`src/rtl/pipeline_hazard_ctrl.sv`:
```
// Hazard and forwarding controller for a 5-stage RV32I pipeline.
// It drives the EX forwarding selects, the pipeline latch enables, the flush/redirect controls and saturating perf counters.
module pipeline_hazard_ctrl #(
  parameter int unsigned FLUSH_CYCLES = 1,
  parameter int unsigned CNT_WIDTH    = 32
) (
  input  logic                 clk,
  input  logic                 reset,
  input  logic [4:0]           ex_rs1_addr,
  input  logic [4:0]           ex_rs2_addr,
  input  logic                 ex_uses_rs1,
  input  logic                 ex_uses_rs2,
  input  logic                 ex_is_store,
  input  logic [4:0]           mem_rd_addr,
  input  logic                 mem_regwrite,
  input  logic                 mem_is_load,
  input  logic [4:0]           wb_rd_addr,
  input  logic                 wb_regwrite,
  input  logic                 br_mispredict,
  input  logic                 imem_resp,
  input  logic                 dmem_req,
  input  logic                 dmem_resp,
  output logic [2:0]           forwardA,
  output logic [2:0]           forwardB,
  output logic                 pc_load,
  output logic                 if_id_load,
  output logic                 id_ex_load,
  output logic                 ex_mem_load,
  output logic                 mem_wb_load,
  output logic                 pc_redirect,
  output logic                 flush_if_id,
  output logic                 flush_id_ex,
  output logic [CNT_WIDTH-1:0] stall_cycles,
  output logic [CNT_WIDTH-1:0] flush_count
);

  localparam int unsigned TW = (FLUSH_CYCLES > 1) ? $clog2(FLUSH_CYCLES) : 1;

  typedef enum logic [1:0] {
    ST_RUN   = 2'd0,
    ST_DWAIT = 2'd1,
    ST_FLUSH = 2'd2
  } state_t;

  state_t               r_state;
  state_t               w_state_nxt;
  logic [TW-1:0]        r_timer;
  logic [TW-1:0]        w_timer_nxt;
  logic [CNT_WIDTH-1:0] r_stall_cnt;
  logic [CNT_WIDTH-1:0] r_flush_cnt;

  logic w_mem_stall;
  logic w_fetch_stall;
  logic w_any_load_low;
  logic w_rs1_mem_hit;
  logic w_rs1_wb_hit;
  logic w_rs2_mem_hit;
  logic w_rs2_wb_hit;

  assign w_mem_stall   = dmem_req & ~dmem_resp;
  assign w_fetch_stall = ~imem_resp;

  // A MEM-stage load always writes rd, so it counts as a producer even without mem_regwrite.
  assign w_rs1_mem_hit = (ex_rs1_addr != 5'd0) && (ex_rs1_addr == mem_rd_addr)
                         && (mem_regwrite || mem_is_load);
  assign w_rs1_wb_hit  = (ex_rs1_addr != 5'd0) && (ex_rs1_addr == wb_rd_addr) && wb_regwrite;
  assign w_rs2_mem_hit = (ex_rs2_addr != 5'd0) && (ex_rs2_addr == mem_rd_addr)
                         && (mem_regwrite || mem_is_load);
  assign w_rs2_wb_hit  = (ex_rs2_addr != 5'd0) && (ex_rs2_addr == wb_rd_addr) && wb_regwrite;

  always_comb begin : fwd_select
    forwardA = 3'd0;
    forwardB = 3'd0;
    if (!reset && ex_uses_rs1) begin
      if (w_rs1_mem_hit)     forwardA = mem_is_load ? 3'd3 : 3'd2;
      else if (w_rs1_wb_hit) forwardA = 3'd1;
    end
    if (!reset && (ex_uses_rs2 || ex_is_store)) begin
      if (w_rs2_mem_hit)     forwardB = mem_is_load ? 3'd3 : 3'd2;
      else if (w_rs2_wb_hit) forwardB = ex_is_store ? 3'd4 : 3'd1;
    end
  end

  always_ff @(posedge clk) begin : state_reg
    if (reset) begin
      r_state <= ST_RUN;
      r_timer <= '0;
    end else begin
      r_state <= w_state_nxt;
      r_timer <= w_timer_nxt;
    end
  end

  // RUN and DWAIT share the non-stalled decision, so a mispredict frozen during DWAIT is taken exactly once when memory releases.
  always_comb begin : fsm_next
    w_state_nxt = r_state;
    w_timer_nxt = r_timer;
    pc_load     = 1'b0;
    if_id_load  = 1'b0;
    id_ex_load  = 1'b0;
    ex_mem_load = 1'b0;
    mem_wb_load = 1'b0;
    pc_redirect = 1'b0;
    flush_if_id = 1'b0;
    flush_id_ex = 1'b0;
    if (!reset) begin
      case (r_state)
        ST_RUN, ST_DWAIT: begin
          if (w_mem_stall) begin
            w_state_nxt = ST_DWAIT;
          end else if (br_mispredict) begin
            pc_redirect = 1'b1;
            flush_if_id = 1'b1;
            flush_id_ex = 1'b1;
            pc_load     = 1'b1;
            if_id_load  = 1'b1;
            id_ex_load  = 1'b1;
            ex_mem_load = 1'b1;
            mem_wb_load = 1'b1;
            if (FLUSH_CYCLES > 1) begin
              w_state_nxt = ST_FLUSH;
              w_timer_nxt = TW'(FLUSH_CYCLES - 1);
            end else begin
              w_state_nxt = ST_RUN;
            end
          end else if (w_fetch_stall) begin
            flush_id_ex = 1'b1;
            id_ex_load  = 1'b1;
            ex_mem_load = 1'b1;
            mem_wb_load = 1'b1;
            w_state_nxt = ST_RUN;
          end else begin
            pc_load     = 1'b1;
            if_id_load  = 1'b1;
            id_ex_load  = 1'b1;
            ex_mem_load = 1'b1;
            mem_wb_load = 1'b1;
            w_state_nxt = ST_RUN;
          end
        end
        ST_FLUSH: begin
          flush_if_id = 1'b1;
          flush_id_ex = 1'b1;
          if (!w_mem_stall) begin
            pc_load     = 1'b1;
            if_id_load  = 1'b1;
            id_ex_load  = 1'b1;
            ex_mem_load = 1'b1;
            mem_wb_load = 1'b1;
            if (r_timer == TW'(1)) begin
              w_state_nxt = ST_RUN;
            end else begin
              w_timer_nxt = r_timer - TW'(1);
            end
          end
        end
        default: begin
          w_state_nxt = ST_RUN;
        end
      endcase
    end
  end

  assign w_any_load_low = ~(pc_load & if_id_load & id_ex_load & ex_mem_load & mem_wb_load);

  // Saturating performance counters.
  always_ff @(posedge clk) begin : perf_cnt
    if (reset) begin
      r_stall_cnt <= '0;
      r_flush_cnt <= '0;
    end else begin
      if (w_any_load_low && !(&r_stall_cnt)) begin
        r_stall_cnt <= r_stall_cnt + CNT_WIDTH'(1);
      end
      if (pc_redirect && !(&r_flush_cnt)) begin
        r_flush_cnt <= r_flush_cnt + CNT_WIDTH'(1);
      end
    end
  end

  assign stall_cycles = r_stall_cnt;
  assign flush_count  = r_flush_cnt;

endmodule

```
`config.mk`:
```
export PLATFORM = sky130hd
export DESIGN_NAME = pipeline_hazard_ctrl
export DESIGN_NICKNAME = d
export VERILOG_FILES = /design/src/rtl/pipeline_hazard_ctrl.sv
export SDC_FILE = /design/constraint.sdc
export NUM_CORES = 1
export LEC_CHECK = 0
export CELL_PAD_IN_SITES_DETAIL_PLACEMENT = 0
export CELL_PAD_IN_SITES_GLOBAL_PLACEMENT = 1
export CORE_ASPECT_RATIO = 1.25
export CORE_UTILIZATION = 37
export CTS_BUF_LIST = sky130_fd_sc_hd__clkbuf_16
export DETAILED_ROUTE_END_ITERATION = 10
export PLACE_DENSITY = 0.84
export SLEW_MARGIN = 15
export SYNTH_ARGS = -nofsm -noshare
export SYNTH_HDL_FRONTEND = slang
export SYNTH_SLANG_ARGS = --single-unit
```
`constraint.sdc`:
```
create_clock -name clk -period 5.28 [get_ports clk]
set_input_delay 1.056 -clock clk [delete_from_list [all_inputs] [get_ports clk]]
set_output_delay 1.056 -clock clk [all_outputs]
set_load 0.01 [all_outputs]
```
==> results.sh <==
export IMPL_async_flop_share=0
export IMPL_ir_worst_vdd_mv=0.137
export IMPL_crit_path_frequent_cell="clkdlybuf4s50_1"
export IMPL_ant_nets=0
export IMPL_layout_min_cycle_time_ns=4.47
export IMPL_critPathLaunchType="input port"
export IMPL_fin_crit_sh=0.846
export IMPL_fillCellCount=915
export IMPL_drt_first_iter_violations=176
export IMPL_port_buffers=108
export IMPL_relSlewSlack=0.325
export IMPL_critPathBufInv=2
export IMPL_layout_nets=578
export IMPL_io_pins=110
export IMPL_core_um2=9710
export IMPL_wirelength_mm=10.1
export IMPL_synth_distinct_cells=56
export IMPL_powerDensity_nw_per_um2=212
export IMPL_sequentialPowerShare=0.455
export IMPL_area_growth_pct=36.8
export IMPL_rsz0062_at_grt="no"
export IMPL_fmax_mhz=224
export IMPL_internal_power_mw=0.839
export IMPL_via_count=3947
export IMPL_synth_nets=479
export IMPL_dieArea_um2=10500
export IMPL_synth_ff_type="dfxtp_1"
export IMPL_switchingPower_mw=0.241
export IMPL_power_switching_fraction=0.223
export IMPL_post_cts_resized=0
export IMPL_root_buffer="clkbuf_16"
export IMPL_grt_max_degree=45
export IMPL_grt_pass1_wl_mm=17.1
export IMPL_arrival_ns=3.41
export IMPL_hold_buffers=0
export IMPL_ys_ff_latch=64
export IMPL_worst_pin_slew_ns=0.999
export IMPL_hold_viol_final=0
export IMPL_dp_hpwl_mm=7.49
export IMPL_p_comb_frac=0.088
export IMPL_critPathTopFamily="buffers and inverters"
export IMPL_cp_data_required_time_ns=4.22
export IMPL_die_width_um=91.7
export IMPL_syn_avg_cell_area_um2=8.36
export IMPL_drt_vias_per_instance=5.87
export IMPL_drt_first_pass_iters=4
export IMPL_clk_pin_slew_ns=0.05
export IMPL_setup_worst_path_end_class="primary output"
export IMPL_drv_cap=0
export IMPL_wl_per_cell_um=15.1
export IMPL_pre_cts_ws_ns=0.833
export IMPL_final_util=0.524
export IMPL_fin_tns_setup_ns=0
export IMPL_critical_path_class="in -> out"
export IMPL_tritoncts="done"
export IMPL_slowest_delay_ns=0.55
export IMPL_status="finished clean"
export IMPL_insertedDiodeCount=0
export IMPL_die_h_um=114
export IMPL_crit_slowest_cell="clkdlybuf4s50_1"
export IMPL_synth_area_um2=3720
export IMPL_clock_latency_ns=0.32
export IMPL_hold_class="reg -> reg"
export IMPL_grtUsageTotal=0.201
export IMPL_synthesis_instances=445
export IMPL_leakage_nw=1.58
export IMPL_rows=40
export IMPL_cts_max_level=3
export IMPL_initial_utilization=0.383
export IMPL_crit_fanout=4
export IMPL_maxSlewViolCount=0
export IMPL_clock_sinks=64
export IMPL_ys_warn_count=0
export IMPL_gp_congestion=0.849
export IMPL_cts_buffer_depth=2
export IMPL_setup_viol=0
export IMPL_grt_ovfl_total=0
export IMPL_setup_slack_ns=0.814
export IMPL_skew_ns=0.00397
export IMPL_antenna_found_initial=0
export IMPL_numCtsBuffers=9
export IMPL_totalPowerFinal_mw=1.08
export IMPL_drcViolationCount=0
export IMPL_drive_gt1_frac=0.0678
export IMPL_clockPowerShare=0.457
export IMPL_post_cts_buffers=0
export IMPL_synth_edf_count=0
export IMPL_synth_seq_area_share=0.344
export IMPL_grt_pass1_vias=3703
export IMPL_crit_path_cell_trace="clkdlybuf4s50_1, xnor2_1, o21ai_0, or3_1, or3b_2, a21oi_1, clkdlybuf4s50_1"
## synth_stat cells, types with 9 or more instances
cell,n,area share
nor4_1,12,0.020
nand4_1,22,0.037
xnor2_1,13,0.031
o311ai_0,10,0.024
or4_1,19,0.038
or3_1,23,0.039
o31ai_1,15,0.030
o21ai_0,23,0.031
dfxtp_1,64,0.34
nand2_1,30,0.030
a21oi_1,39,0.052
inv_1,11,0.011
xor2_1,17,0.040
clkbuf_1,9,0.0091
nor2_1,26,0.026
nand3_1,21,0.028
nor3_1,10,0.013
## power groups by stage
stage	clock network, mW	logic, mW	registers (mW)
3_3_place_gp	0	0.0941	0.500
3_5_place_dp	0	0.0956	0.501
5_1_grt	0.528	0.104	0.491
4_1_cts	0.506	0.0960	0.491
6_report	0.494	0.0953	0.491
2_1_floorplan	0	0.0442	0.502
## kinds of logic (layout without fill, tap and decap cells)
| family | after synthesis | in the layout | synth area share |
|---|---|---|---|
| simple gates | 209 | 209 | 0.345 |
| compound gates | 101 | 101 | 0.173 |
| flops | 64 | 64 | 0.344 |
| buf+inv | 33 | 134 | 0.0437 |
| xor+xnor | 30 | 30 | 0.0706 |
| mux | 5 | 5 | 0.0148 |
| fa+ha+maj | 2 | 2 | 0.00673 |
| other cells | 1 | 1 | 0.00101 |
## layer usage
layer	up-vias	track usage	share of wire
met3	17	0.0458	0.047
met2	117	0.351	0.50
li1	1924	-	-
met5	-	0	0
met1	1889	0.233	0.43
met4	0	0.0963	0.019
## cells in the final DEF (no fill, tap or decap), drive strengths merged, types with 3 or more instances in the layout
master	netlist	layout
clkbuf	9	9
or4	21	21
clkdlybuf4s50	0	107
o21ai	23	23
o311ai	10	10
a21oi	39	39
xnor2	13	13
mux2	4	4
nand2	30	30
nor2	26	26
and3	5	5
clkinv	0	3
o41ai	6	6
or3	24	24
nor3	11	11
inv	11	12
nand4	24	24
o31ai	16	16
nand3	22	22
buf	13	3
or2	3	3
and4	11	11
nor4	15	15
nor2b	6	6
xor2	17	17
dfxtp	64	64
## final timing paths
path	start	cells past startpoint	to	slack, ns
setup reg to reg	flush_count[17]$_SDFFE_PP0P_	5	flush_count[11]$_SDFFE_PP0P_	2.65
hold / removal	stall_cycles[5]$_SDFFE_PP0P_	2	stall_cycles[5]$_SDFFE_PP0P_	0.50
setup / recovery	ex_rs2_addr[1]	7	forwardB[0]	0.81
hold reg to reg	stall_cycles[5]$_SDFFE_PP0P_	2	stall_cycles[5]$_SDFFE_PP0P_	0.50
## sequential cells by signal, summed over array words and instances, names as in the netlist
register / count
flush_count: 32
stall_cycles: 32
## tightest hold or removal path, stage by stage (launching register included)
cell,delay [ns]
dfxtp_1,0.32
o21ai_0,0.07
a21oi_1,0.06
## per-stage QoR
step	instance area [um2]	cells	hold slack [ns]
detailed placement	4850	659	0.504
global placement	4850	659	0.487
global route	5090	672	0.531
CTS	5090	672	0.512
finish	5090	672	0.502
floorplan	3720	445	0.515
## area by class of cell
| class | instances | area, um2 | share of cell area |
|---|---|---|---|
| well taps | 126 | 158 | 0.0310 |
| clock buffers | 9 | 225 | 0.0443 |
| clock inverters | 4 | 16.3 | 0.00320 |
| flip-flops and latches | 64 | 1280 | 0.252 |
| repair buffers | 110 | 1090 | 0.214 |
| inverters | 11 | 41.3 | 0.00811 |
| multi-input cells | 348 | 2280 | 0.447 |
Note: power is estimated with default switching activity, not from simulation.
